$ cat src/rtl/spi_cmd_slave.sv
// SPI mode-0 command slave: oversamples sclk/mosi/ss_n, decodes 40-bit R/W frames into register-bank strobes.
// Latency: a pin edge is acted on SYNC_STAGES+1 clocks later; wr_valid follows the last data bit by one clock.
// Backpressure: none; the bank must take every strobe and present rd_data the cycle after rd_req.
module spi_cmd_slave #(
  parameter int ADDR_W      = 7,
  parameter int DATA_W      = 32,
  parameter int SYNC_STAGES = 2
) (
  input  logic              clock,
  input  logic              reset,
  input  logic              sclk,
  input  logic              mosi,
  input  logic              ss_n,
  output logic              miso,
  output logic              wr_valid,
  output logic [ADDR_W-1:0] wr_addr,
  output logic [DATA_W-1:0] wr_data,
  output logic              rd_req,
  output logic [ADDR_W-1:0] rd_addr,
  input  logic [DATA_W-1:0] rd_data,
  output logic              frame_error
);

  localparam int HDR_W = 1 + ADDR_W;
  localparam int SH_W  = (HDR_W > DATA_W) ? HDR_W : DATA_W;
  localparam int CNT_W = $clog2(SH_W + 1);

  typedef enum logic [1:0] {IDLE, HEADER, WR_DATA, RD_DATA} state_t;

  logic [SYNC_STAGES-1:0] sclk_q, mosi_q, ss_q;
  logic                   sclk_d, ss_d;
  logic                   sclk_s, mosi_s, ss_s;
  logic                   sclk_rise, sclk_fall, ss_rise;

  state_t            state;
  logic [CNT_W-1:0]  bit_cnt;
  // The final bit of each field comes straight from mosi_s, so only SH_W-1 bits are stored.
  logic [SH_W-2:0]   sh;
  logic [DATA_W-1:0] tx;
  logic [ADDR_W-1:0] cur_addr;
  logic              load_pend;
  logic [HDR_W-1:0]  hdr_word;
  logic [DATA_W-1:0] data_word;

  assign sclk_s    = sclk_q[SYNC_STAGES-1];
  assign mosi_s    = mosi_q[SYNC_STAGES-1];
  assign ss_s      = ss_q[SYNC_STAGES-1];
  assign sclk_rise = sclk_s & ~sclk_d;
  assign sclk_fall = ~sclk_s & sclk_d;
  assign ss_rise   = ss_s & ~ss_d;

  assign hdr_word  = {sh[HDR_W-2:0], mosi_s};
  assign data_word = {sh[DATA_W-2:0], mosi_s};

  // tx is cleared whenever a read ends, so miso idles low straight from a flop.
  assign miso = tx[DATA_W-1];

  // Synchronise the pad inputs and keep one extra stage of sclk/ss_n for edge detection.
  always_ff @(posedge clock or posedge reset) begin
    if (reset) begin
      sclk_q <= '0;
      mosi_q <= '0;
      ss_q   <= '1;
      sclk_d <= 1'b0;
      ss_d   <= 1'b1;
    end else begin
      sclk_q <= {sclk_q[SYNC_STAGES-2:0], sclk};
      mosi_q <= {mosi_q[SYNC_STAGES-2:0], mosi};
      ss_q   <= {ss_q[SYNC_STAGES-2:0], ss_n};
      sclk_d <= sclk_s;
      ss_d   <= ss_s;
    end
  end

  // Frame FSM: header decode, write strobe, read fetch/shift-out and abort handling.
  always_ff @(posedge clock or posedge reset) begin
    if (reset) begin
      state       <= IDLE;
      bit_cnt     <= '0;
      sh          <= '0;
      tx          <= '0;
      cur_addr    <= '0;
      load_pend   <= 1'b0;
      wr_valid    <= 1'b0;
      wr_addr     <= '0;
      wr_data     <= '0;
      rd_req      <= 1'b0;
      rd_addr     <= '0;
      frame_error <= 1'b0;
    end else begin
      wr_valid    <= 1'b0;
      rd_req      <= 1'b0;
      frame_error <= 1'b0;
      load_pend   <= rd_req;

      // Bank word arrives the cycle after rd_req; later clears in this block take priority.
      if (load_pend && state == RD_DATA) begin
        tx <= rd_data;
      end

      if (state == IDLE) begin
        bit_cnt <= '0;
        if (!ss_s) begin
          state <= HEADER;
        end
      end else if (ss_rise) begin
        // Abort beats any sclk edge seen in the same cycle.
        state       <= IDLE;
        bit_cnt     <= '0;
        tx          <= '0;
        frame_error <= (bit_cnt != '0) || (state == RD_DATA);
      end else if (sclk_rise && !ss_s) begin
        sh      <= {sh[SH_W-3:0], mosi_s};
        bit_cnt <= bit_cnt + 1'b1;
        case (state)
          HEADER: begin
            if (bit_cnt == CNT_W'(HDR_W - 1)) begin
              bit_cnt  <= '0;
              cur_addr <= hdr_word[ADDR_W-1:0];
              if (hdr_word[HDR_W-1]) begin
                rd_req  <= 1'b1;
                rd_addr <= hdr_word[ADDR_W-1:0];
                state   <= RD_DATA;
              end else begin
                state <= WR_DATA;
              end
            end
          end
          WR_DATA: begin
            if (bit_cnt == CNT_W'(DATA_W - 1)) begin
              bit_cnt  <= '0;
              wr_valid <= 1'b1;
              wr_addr  <= cur_addr;
              wr_data  <= data_word;
              state    <= HEADER;
            end
          end
          RD_DATA: begin
            if (bit_cnt == CNT_W'(DATA_W - 1)) begin
              bit_cnt <= '0;
              tx      <= '0;
              state   <= HEADER;
            end
          end
          default: ;
        endcase
      end else if (sclk_fall && state == RD_DATA && bit_cnt != '0) begin
        // The falling edge that closes the header is skipped so the MSB is
        // still on miso for the first data rising edge.
        tx <= {tx[DATA_W-2:0], 1'b0};
      end
    end
  end

endmodule
$ cat config.mk
export PLATFORM = sky130hd
export DESIGN_NAME = spi_cmd_slave
export DESIGN_NICKNAME = d
export VERILOG_FILES = /design/src/rtl/spi_cmd_slave.sv
export SDC_FILE = /design/constraint.sdc
export NUM_CORES = 1
export LEC_CHECK = 0
export BUFFER_PORTS_ARGS = -buffer_cell sky130_fd_sc_hd__buf_4
export CORE_ASPECT_RATIO = 1.5
export CORE_MARGIN = 1
export CORE_UTILIZATION = 54
export CTS_CLUSTER_SIZE = 20
export DETAILED_ROUTE_END_ITERATION = 16
export PLACE_DENSITY = 0.76
export SLEW_MARGIN = 20
export SYNTH_ARGS = -nofsm -noshare
export SYNTH_HDL_FRONTEND = slang
export SYNTH_SLANG_ARGS = --single-unit
$ cat constraint.sdc
create_clock -name clock -period 6.08 [get_ports clock]
set_input_delay 1.216 -clock clock [delete_from_list [all_inputs] [get_ports clock]]
set_output_delay 1.216 -clock clock [all_outputs]
set_load 0.01 [all_outputs]
Word-level counts from Yosys, hierarchy flattened
Cells that the tools add are included.
W data, S select, Z words.
- flip-flop bits (word level): 136
- input port bits: 37
- output and inout port bits: 50
- word-level logic and storage cells: 84
- $add $sub $neg: 1
- equality and inequality tests: 8
- muxes and demuxes: 34
- bitwise operators: 8
- reduce and logical (&&, ||, !) cells: 16
- operator list (kind ; number):
    $mux W32 ; 7
    $mux W6 ; 5
    $reduce_and A5 Y1 ; 3
    $mux W1 ; 14
    $mux W2 ; 6
    $pmux W6 S2 ; 1
    $add A6 B1 Y6 const B ; 1
    $eq A6 B3 Y1 const B ; 1
    $eq A6 B5 Y1 const B ; 1
    $reduce_and A6 Y1 ; 1
    $reduce_bool A6 Y1 ; 1
    $not A1 Y1 ; 5
    $eq A2 B2 Y1 const B ; 2
    $logic_and A1 B1 Y1 ; 4
    $ne A4 B1 Y1 const B ; 1
    $ne A4 B4 Y1 const B ; 1
    $pmux W2 S2 ; 1
    $reduce_bool A4 Y1 ; 1
    $and A1 B1 Y1 ; 3
    $reduce_and A3 Y1 ; 1
    $reduce_bool A3 Y1 ; 1
    $eq A2 B1 Y1 const B ; 1
    $logic_not A2 Y1 ; 1
    $ne A2 B2 Y1 const B ; 1
    3 further kinds ; 3

Longest topological paths before layout
Gate-level depths: netlist of run 1.
- depth in word-level cells: 8
- depth in mapped cells: 7
- gate-level depth less buffers: 5

Worst setup path after synthesis of run 1
No wires, ideal clock.
- path type: flip-flop to flip-flop
- start point: reg bit_cnt[0]
- end point: reg wr_data[0]
- library setup time: 0.127 ns
- arrival time: 1.727 ns
- data required time: 5.953 ns
- setup slack: 4.225 ns
- cell stages (with the launch flop): 8
- path buffers: 2
- clock period less this slack: 1.855 ns
- cells stage by stage: dfrtp_1 -> ha_1 -> nor2b_1 -> nand3_1 -> nor3_2 -> buf_4 -> buf_6 -> mux2_1
- cells in the longest elaborated chain, start to end: 2
- ends and longest elaborated chain (element ; RTL line ; RTL):
    start: declaration ; 36 ; logic [CNT_W-1:0] bit_cnt;
    start signal: assignment ; 114 ; bit_cnt <= bit_cnt + 1'b1;
    $eq A6 B5 Y1 ; 130 ; if (bit_cnt == CNT_W'(DATA_W - 1)) begin
    $reduce_and A5 Y1 (no source line) ; n/a ;
    end signal: assignment ; 134 ; wr_data <= data_word;
    end: declaration ; 17 ; output logic [DATA_W-1:0] wr_data,
No other way between the ends.
A chain may end at the register's enable or synchronous reset.

Worst setup path in the final report of run 1
- start point: reg bit_cnt[3]
- end point: reg tx[19]
- cells in the longest elaborated chain, start to end: 6
- elaborated cells on any way between the ends: 9
- those cells by class: 1 x eq/ne; 6 x mux; 2 x reduce/logical
- ends and longest elaborated chain (element ; RTL line ; RTL):
    $eq A6 B5 Y1 or $reduce_bool A6 Y1 (tied branches) ; 139, 147 ;
    $mux W32 or $logic_and A1 B1 Y1 (tied branches) ; 139, 147 ;
    $mux W32, on equally long branches ; 115, 147 ;
    $mux W32 (*) ; 112 ; end else if (sclk_rise && !ss_s) begin
    $mux W32 (*) ; 106 ; end else if (ss_rise) begin
    $mux W32 (*) ; 101 ; if (state == IDLE) begin
    end signal: assignment ; 98 ; tx <= rd_data;
    end signal: assignment ; 150 ; tx <= {tx[DATA_W-2:0], 1'b0};
    end: declaration ; 39 ; logic [DATA_W-1:0] tx;
Every way passes the cells marked *; elsewhere a longest branch is shown, timed or not.

==> results of run 1 <==
-- area by class of cell --
type | instances | area, µm² | share of cell area (%)
Sequential cell | 136 | 3410 | 49.6
Inverter | 9 | 36.3 | 0.528
Clock buffer | 22 | 474 | 6.90
Timing Repair Buffer | 90 | 676 | 9.84
Tap cell | 117 | 146 | 2.13
Multi-Input combinational cell | 336 | 2010 | 29.3
Clock inverter | 10 | 120 | 1.75
-- how the worst max path moves through the flow --
stage / end / cells after the start / slack (ns)
detailed placement: cur_addr[1] / 3 / 3.26
global placement: wr_addr[1] / 3 / 3.31
CTS: tx[19] / 4 / 3.45
global route: tx[27] / 4 / 3.25
floorplan: bit_cnt[0] / 1 / 1.23
finish: tx[19] / 4 / 3.40
-- worst max-delay path, cell delays in order (launching register included) --
cell                       delay, ns
sky130_fd_sc_hd__dfrtp_1        0.45
sky130_fd_sc_hd__nor2_2         0.25
sky130_fd_sc_hd__a31o_2         0.65
sky130_fd_sc_hd__or2_1          0.90
sky130_fd_sc_hd__a311oi_1       0.22
-- registers in the layout, summed over array words and instances (netlist names), 2 cells and up --
signal	flops
state	2
ss_q	2
bit_cnt	6
mosi_q	2
sclk_q	2
tx	32
wr_data	32
wr_addr	7
sh	31
rd_addr	7
cur_addr	7
-- cell families (layout without fill, tap and decap cells) --
logic type / count (synthesis) / after routing / share of synthesized area, %
flip-flops: 136 / 136 / 61.0
XOR/XNOR: 3 / 3 / 0.470
AO/OA/AOI/OAI: 49 / 49 / 7.07
adder cells (fa/ha/maj): 2 / 2 / 0.448
multiplexers: 53 / 53 / 10.7
buffers and inverters: 40 / 131 / 3.56
AND/OR/NAND/NOR: 229 / 229 / 16.8
-- through the flow --
stage                     setup WS (ns)  area (µm²)  hold slack (ns)
after detailed placement           3.26        6270            0.340
final                              3.40        6870            0.350
after global placement             3.31        6260            0.333
after global routing               3.25        6870            0.360
after floorplan                    1.23        5590            0.331
after CTS                          3.45        6860            0.353
-- power breakdown --
part	switching [mW]	internal [mW]
sequential	0.0348	0.930
combinational	0.0547	0.0332
clock	0.377	0.637
-- metal layers --
layer / up-vias / part of all wire [%] / GRT usage, %
li1: 1881 / - / -
met1: 1995 / 41 / 27.5
met2: 137 / 51 / 38.6
met3: 28 / 5.3 / 5.73
met4: 0 / 2.1 / 10.2
met5: - / 0 / 0
-- cells in the final DEF, fill, tap and decap left out, types with 3 or more instances in the layout --
cell type                    netlist  routed
sky130_fd_sc_hd__nor3_1            3       3
sky130_fd_sc_hd__a311oi_1         31      31
sky130_fd_sc_hd__nand3_1           8       7
sky130_fd_sc_hd__clkinvlp_4        0       5
sky130_fd_sc_hd__clkbuf_8          0       3
sky130_fd_sc_hd__nand2_1         169     169
sky130_fd_sc_hd__mux2_1           10      10
sky130_fd_sc_hd__inv_1             9       8
sky130_fd_sc_hd__o21ai_0           5       5
sky130_fd_sc_hd__clkbuf_16         0      17
sky130_fd_sc_hd__mux2_2           43      43
sky130_fd_sc_hd__nor2_1           35      35
sky130_fd_sc_hd__dfrtp_1         133     133
sky130_fd_sc_hd__buf_4             1      90
sky130_fd_sc_hd__dfstp_2           3       3
==> metrics.log, run 1 <==
[metrics] most frequent cell after synthesis: sky130_fd_sc_hd__nand2_1
[metrics] max-capacitance violation count: 0
[metrics] total number of nets in the final design: 629
[metrics] drt drc: 0
[metrics] Highest Clock Rate: approximately 370 MHz
[metrics] dominant register cell in the synthesized netlist: sky130_fd_sc_hd__dfrtp_1
[metrics] Synth warnings: 0
[metrics] Leak Pwr: 3.55 nW
[metrics] worst setup path start: bit_cnt[3]
[metrics] cell total after placement: 688
[metrics] class of the most critical setup path: reg -> reg
[metrics] Synth Register Bits: about 140
[metrics] number of fill cells: just under 800
[metrics] number of buffers inserted to repair setup after CTS: 0
[metrics] total power of the final layout: ~2.1 mW
[metrics] top post-synthesis cells by area: sky130_fd_sc_hd__dfrtp_1 (60%), sky130_fd_sc_hd__nand2_1 (11%), sky130_fd_sc_hd__mux2_2 (8.7%)
[metrics] depth of the worst register-to-register path: 4
[metrics] top cells by instance count after synthesis: sky130_fd_sc_hd__nand2_1 (169), sky130_fd_sc_hd__dfrtp_1 (133), sky130_fd_sc_hd__mux2_2 (43)
[metrics] chip width: about 85 µm
[metrics] startpoint types: flop
[metrics] fin util: 68.2%
[metrics] final WL: around 12 mm
[metrics] number of clock sinks: 136
[metrics] arrival time at the worst endpoint: 2.90 ns
[metrics] number of hold-slack violations in the final timing report: 0
[metrics] final worst path period need: roughly 2.7 ns
[metrics] Area Growth Syn to Fin: 22.9%
[metrics] antenna diode count: 0
[metrics] number of rows in the core area: between 40 and 50
[metrics] cells resized by post-CTS repair: 0
[metrics] antenna violation net count after detailed routing: 0
[metrics] Mapped Area: between 5000 and 6000 µm²
[metrics] final estimated routing congestion in global placement: ~0.88
[metrics] clock tree from TritonCTS: yes
[metrics] instance count along the most critical hold path: 0
[metrics] clock transition at the register clock pins on the worst setup and hold paths after CTS: approximately 0.060 ns
[metrics] R2R Path End: tx[19]
[metrics] total die area: about 11000 µm²
[metrics] capture endpoint of the worst hold path: mosi_q[1]
[metrics] maximum number of buffers from clock root to sink: 2
[metrics] detailed placer's ending HPWL: 7.12 mm
[metrics] Final Setup Violations: 0
[metrics] Wirelength per Cell: roughly 16 µm
[metrics] clock latency on the worst-skew pair: slightly above 0.4 ns
[metrics] CTS Hold Buffers Added: 0
[metrics] leading area contributor after synthesis: sky130_fd_sc_hd__dfrtp_1
[metrics] via count of the first global-routing pass: 4130
[metrics] standard cell core area: a little over 10000 µm²
[metrics] max-slew violation count: 0
[metrics] proportion of layout cells with a drive suffix above 1: 29.4%
[metrics] maximum VDD drop: ~0.23 mV
[metrics] per-cell via count in the routed design: roughly 5.6
[metrics] share of synthesized registers carrying an async set or reset: 100%
[metrics] synthesized netlist cell count: 512
[metrics] global-route wire length before repair: between 15 and 20 mm
[metrics] GRT Residual Overflow: 0
[metrics] R2R Setup Slk: roughly 3.4 ns
[metrics] post-route fraction of the period consumed by the critical path: between 40% and 50%
[metrics] start point of the worst hold path: mosi_q[0]
[metrics] CTS Buf Count: 17
[metrics] iteration count of the initial detailed-routing pass: 4
[metrics] Synth top area share: between 50% and 60%
[metrics] sequential area share after synthesis: between 60% and 70%
[metrics] Chip Height: approximately 130 µm
[metrics] clk root buf: sky130_fd_sc_hd__clkbuf_16
[metrics] Buffers on Ports: 86
[metrics] average instance area after synthesis: 10.9 µm²
[metrics] largest net degree at the start of global routing: 76
[metrics] RSZ-0062 raised after global routing: no
[metrics] worst reg2reg startpoint: bit_cnt[3]
[metrics] Post-synth EDFFs: 0
[metrics] actual transition at the worst max-transition pin: approximately 1.1 ns
[metrics] number of different library cells in the post-synthesis netlist: 40
[metrics] worst min-delay path class: reg -> reg
[metrics] setup TNS after final layout: 0 ns
[metrics] Syn Nets: 551
[metrics] WP data required: between 6 and 7 ns
[metrics] Top-Level Pins: between 80 and 90
[metrics] kind of end point of the critical path: flop
[metrics] number of antenna violations at the first check in global routing: 0
[metrics] final non-filler cell total: 720
[metrics] Worst Clk Skew: between 0.007 and 0.008 ns
[metrics] Max-Slew Margin vs Limit: between 20% and 30%
[metrics] vias after detailed routing: 4041
[metrics] Total GRT Usage: a little under a quarter
[metrics] status: finished clean
[metrics] Pwr Density: 301 nW/µm²
[metrics] Starting Density: 55.5%
[metrics] # H-tree levels: 4
[metrics] CP max FO: 33
[metrics] DRC violation total after the first TritonRoute iteration: slightly above 300
No activity file was read; power rests on OpenSTA's default activity.
==> inputs of run 2 (changes only) <==
--- a/config.mk
+++ b/config.mk
@@ -5,13 +5,14 @@
 export SDC_FILE = /design/constraint.sdc
 export NUM_CORES = 1
 export LEC_CHECK = 0
+export ABC_AREA = 1
 export BUFFER_PORTS_ARGS = -buffer_cell sky130_fd_sc_hd__buf_4
 export CORE_ASPECT_RATIO = 1.5
 export CORE_MARGIN = 1
 export CORE_UTILIZATION = 54
 export CTS_CLUSTER_SIZE = 20
 export DETAILED_ROUTE_END_ITERATION = 16
-export PLACE_DENSITY = 0.76
+export PLACE_DENSITY = 0.75
 export SLEW_MARGIN = 20
 export SYNTH_ARGS = -nofsm -noshare
 export SYNTH_HDL_FRONTEND = slang
==> constraint.sdc (replaced) <==
create_clock -name clock -period 2.8 [get_ports clock]
set_input_delay 0.56 -clock clock [delete_from_list [all_inputs] [get_ports clock]]
set_output_delay 0.56 -clock clock [all_outputs]
set_load 0.01 [all_outputs]
==> run 2 against run 1 <==
Net effect: cell area grew 13%; synthesized area rose by 16%; cell count grew 48%; non-clock buffer count grew 11; die area increased by 16%; combinational power increased to 8.5 times the previous value; sequential cell count stayed put; global-route usage increased by 1.9 points; sequential power increased by 110%; total power grew 140%; clock skew rose by 0.0028 ns.
==> metrics.log, run 2 <==
[metrics] status: finished clean
[metrics] worst setup timing slack at the placement stage: about 0.64 ns
[metrics] global-route wire length before repair: 24.4 mm
[metrics] vias after detailed routing: approximately 5500
[metrics] final estimated routing congestion in global placement: between 0.8 and 0.9
[metrics] clock network power share: a little over two fifths
[metrics] number of clock sinks: 136
[metrics] final WL: roughly 14 mm
[metrics] dominant register cell in the synthesized netlist: sky130_fd_sc_hd__dfrtp_1
[metrics] kind of end point of the critical path: flop
[metrics] # H-tree levels: 4
[metrics] leading area contributor after synthesis: sky130_fd_sc_hd__dfrtp_1
[metrics] via count of the first global-routing pass: ~5300
[metrics] sw power: between 1 and 1.5 mW
[metrics] top cells by instance count after synthesis: sky130_fd_sc_hd__nand2_1 (314), sky130_fd_sc_hd__dfrtp_1 (133), sky130_fd_sc_hd__inv_1 (111)
[metrics] detailed placer's ending HPWL: ~9 mm
[metrics] Buffers on Ports: 86
[metrics] instance area at placement: 7240 µm²
[metrics] worst min-delay path class: in -> reg
[metrics] clock latency on the worst-skew pair: between 0.4 and 0.5 ns
[metrics] Area Growth Syn to Fin: 20.4%
[metrics] Total GRT Usage: approximately a quarter
[metrics] Syn Nets: slightly below 900
[metrics] Worst Clk Skew: 0.00995 ns
[metrics] largest net degree at the start of global routing: 67
[metrics] GRT Residual Overflow: 0
[metrics] CTS Buf Count: 17
[metrics] drt drc: 0
[metrics] total die area: approximately 12000 µm²
[metrics] startpoint types: flop
[metrics] maximum number of buffers from clock root to sink: 2
[metrics] Top-Level Pins: 87
[metrics] worst hold margin: 0.254 ns
[metrics] leading cell types in the layout, fill and taps excluded: sky130_fd_sc_hd__nand2_1 (314), sky130_fd_sc_hd__dfrtp_1 (133), sky130_fd_sc_hd__inv_1 (110), sky130_fd_sc_hd__buf_4 (98), sky130_fd_sc_hd__nand3_1 (73)
[metrics] antenna violation net count after detailed routing: 0
[metrics] RSZ-0062 raised after global routing: no
[metrics] synthesized netlist cell count: a little over 800
[metrics] final worst path period need: roughly 2.2 ns
[metrics] DRC violation total after the first TritonRoute iteration: roughly 300
[metrics] total number of nets in the final design: between 900 and 1000
[metrics] registers with the highest flip-flop counts: tx x32, wr_data x32, sh x31
[metrics] clock tree from TritonCTS: yes
[metrics] part of the total power dissipated in sequential elements: 41.9%
[metrics] internal power: about 3.4 mW
[metrics] Wirelength per Cell: about 13 µm
[metrics] number of rows in the core area: 48
[metrics] Synth warnings: 0
[metrics] sequential area share after synthesis: 52.6%
[metrics] average instance area after synthesis: about 7.8 µm²
[metrics] share of synthesized registers carrying an async set or reset: 100%
[metrics] number of antenna violations at the first check in global routing: 0
[metrics] maximum VDD drop: between 0.5 and 0.6 mV
[metrics] top post-synthesis cells by area: sky130_fd_sc_hd__dfrtp_1 (51%), sky130_fd_sc_hd__nand2_1 (18%), sky130_fd_sc_hd__inv_1 (6.4%)
[metrics] CTS Hold Buffers Added: 0
[metrics] max-slew violation count: 0
[metrics] CP max FO: 66
[metrics] R2R Setup Slk: ~0.62 ns
[metrics] max-capacitance violation count: 0
[metrics] number of different library cells in the post-synthesis netlist: 25
[metrics] actual transition at the worst max-transition pin: 0.749 ns
[metrics] Chip Height: ~140 µm
[metrics] Starting Density: 55.9%
[metrics] proportion of layout cells with a drive suffix above 1: roughly 16%
[metrics] Synth top area share: 51.4%
[metrics] Pwr Density: 624 nW/µm²
[metrics] post-route fraction of the period consumed by the critical path: 78.0%
[metrics] clock transition at the register clock pins on the worst setup and hold paths after CTS: 0.06 ns
[metrics] class of the most critical setup path: reg -> reg
[metrics] antenna diode count: 0
[metrics] Final Setup Violations: 0
[metrics] Synth Register Bits: between 100 and 150
[metrics] clk root buf: sky130_fd_sc_hd__clkbuf_16
[metrics] arrival time at the worst endpoint: between 2 and 3 ns
[metrics] standard cell core area: 11600 µm²
[metrics] WP data required: around 3.1 ns
[metrics] number of hold-slack violations in the final timing report: 0
[metrics] most common cell after layout, fill and taps aside: sky130_fd_sc_hd__nand2_1
[metrics] Max-Slew Margin vs Limit: between 40% and 50%
[metrics] switching part of the total: approximately 29%
[metrics] Mapped Area: around 6500 µm²
[metrics] Highest Clock Rate: ~460 MHz
[metrics] iteration count of the initial detailed-routing pass: 5
[metrics] cells resized by post-CTS repair: 0
[metrics] chip width: 91.4 µm
[metrics] proportion of power drawn by combinational gates: between 10% and 20%
[metrics] most frequent cell after synthesis: sky130_fd_sc_hd__nand2_1
[metrics] setup TNS after final layout: 0 ns
[metrics] Leak Pwr: about 4.0 nW
[metrics] per-cell via count in the routed design: 5.14
[metrics] crit path setup slack, layout: just over 0.6 ns
[metrics] Post-synth EDFFs: 0
[metrics] Design Area, Final: around 7800 µm²
[metrics] number of buffers inserted to repair setup after CTS: 0
## run 2: changes by cell type after synthesis, sizes merged, moves of 17 or more
| cell | delta |
|---|---|
| mux2 | -53 |
| o21ai | +76 |
| nand3 | +65 |
| nand2 | +148 |
| buf | +18 |
| inv | +106 |
| a311oi | -31 |
| nor2 | -17 |
| o21bai | +32 |
## run 2: metal layers
metal	GRT usage, %	routed length, µm	share of wire (%)
met3	4.53	627	4.4
met4	9.61	274	1.9
met2	43.3	7390	52
met1	30.1	5900	42
met5	0	0	0
## run 2: cell type report
type	count	area, µm²
clock inverter	13	111
inverter	115	435
clock buffer	19	443
sequential	136	3410
fill	971	3790
multi-input combinational	534	2420
tap	150	188
timing repair buffer	101	796
## run 2: final timing paths
check / start / end / cells after the start
worst max-delay path: ss_d / cur_addr[1] / 7
worst min-delay path: mosi / mosi_q[0] / 1
worst max register to register: ss_d / cur_addr[1] / 7
worst min register to register: mosi_q[0] / mosi_q[1] / 0
max in group asynchronous: reset / ss_d / 3
min in group asynchronous: reset / tx[16] / 2
## run 2: power by group through the flow
stage          Combinational, mW  Sequential, mW  Clock, mW
2_1_floorplan              0.565            2.07          0
3_3_place_gp               0.731            2.07          0
3_5_place_dp               0.750            2.07          0
4_1_cts                    0.754            2.04       2.12
5_1_grt                    0.855            2.04       2.19
6_report                   0.748            2.04       2.08
## run 2: worst max-delay path, cell delays in order, from the launching register on
cell and delay [ns]:
sky130_fd_sc_hd__dfstp_2 0.51, sky130_fd_sc_hd__inv_1 0.03, sky130_fd_sc_hd__nand2_1 0.17, sky130_fd_sc_hd__nand2_4 0.11, sky130_fd_sc_hd__nor2_4 0.12, sky130_fd_sc_hd__buf_4 0.48
sky130_fd_sc_hd__nand2_1 0.37, sky130_fd_sc_hd__o21ai_0 0.29
## run 2: cells by family after synthesis
family	synth area share (%)
AO/OA/AOI/OAI	10.6
XOR/XNOR	0.135
adder cells (fa/ha/maj)	0.386
buffers and inverters	10.1
flip-flops	52.6
AND/OR/NAND/NOR	26.2
## run 2: metrics by stage
stage / utilization (%) / power, mW / std cells
floorplan: - / 2.63 / 829
global placement: 62.5 / 2.80 / 1036
detailed placement: 62.5 / 2.82 / 1036
CTS: 67.3 / 4.91 / 1068
global route: 67.3 / 5.09 / 1068
finish: 67.3 / 4.86 / 1068
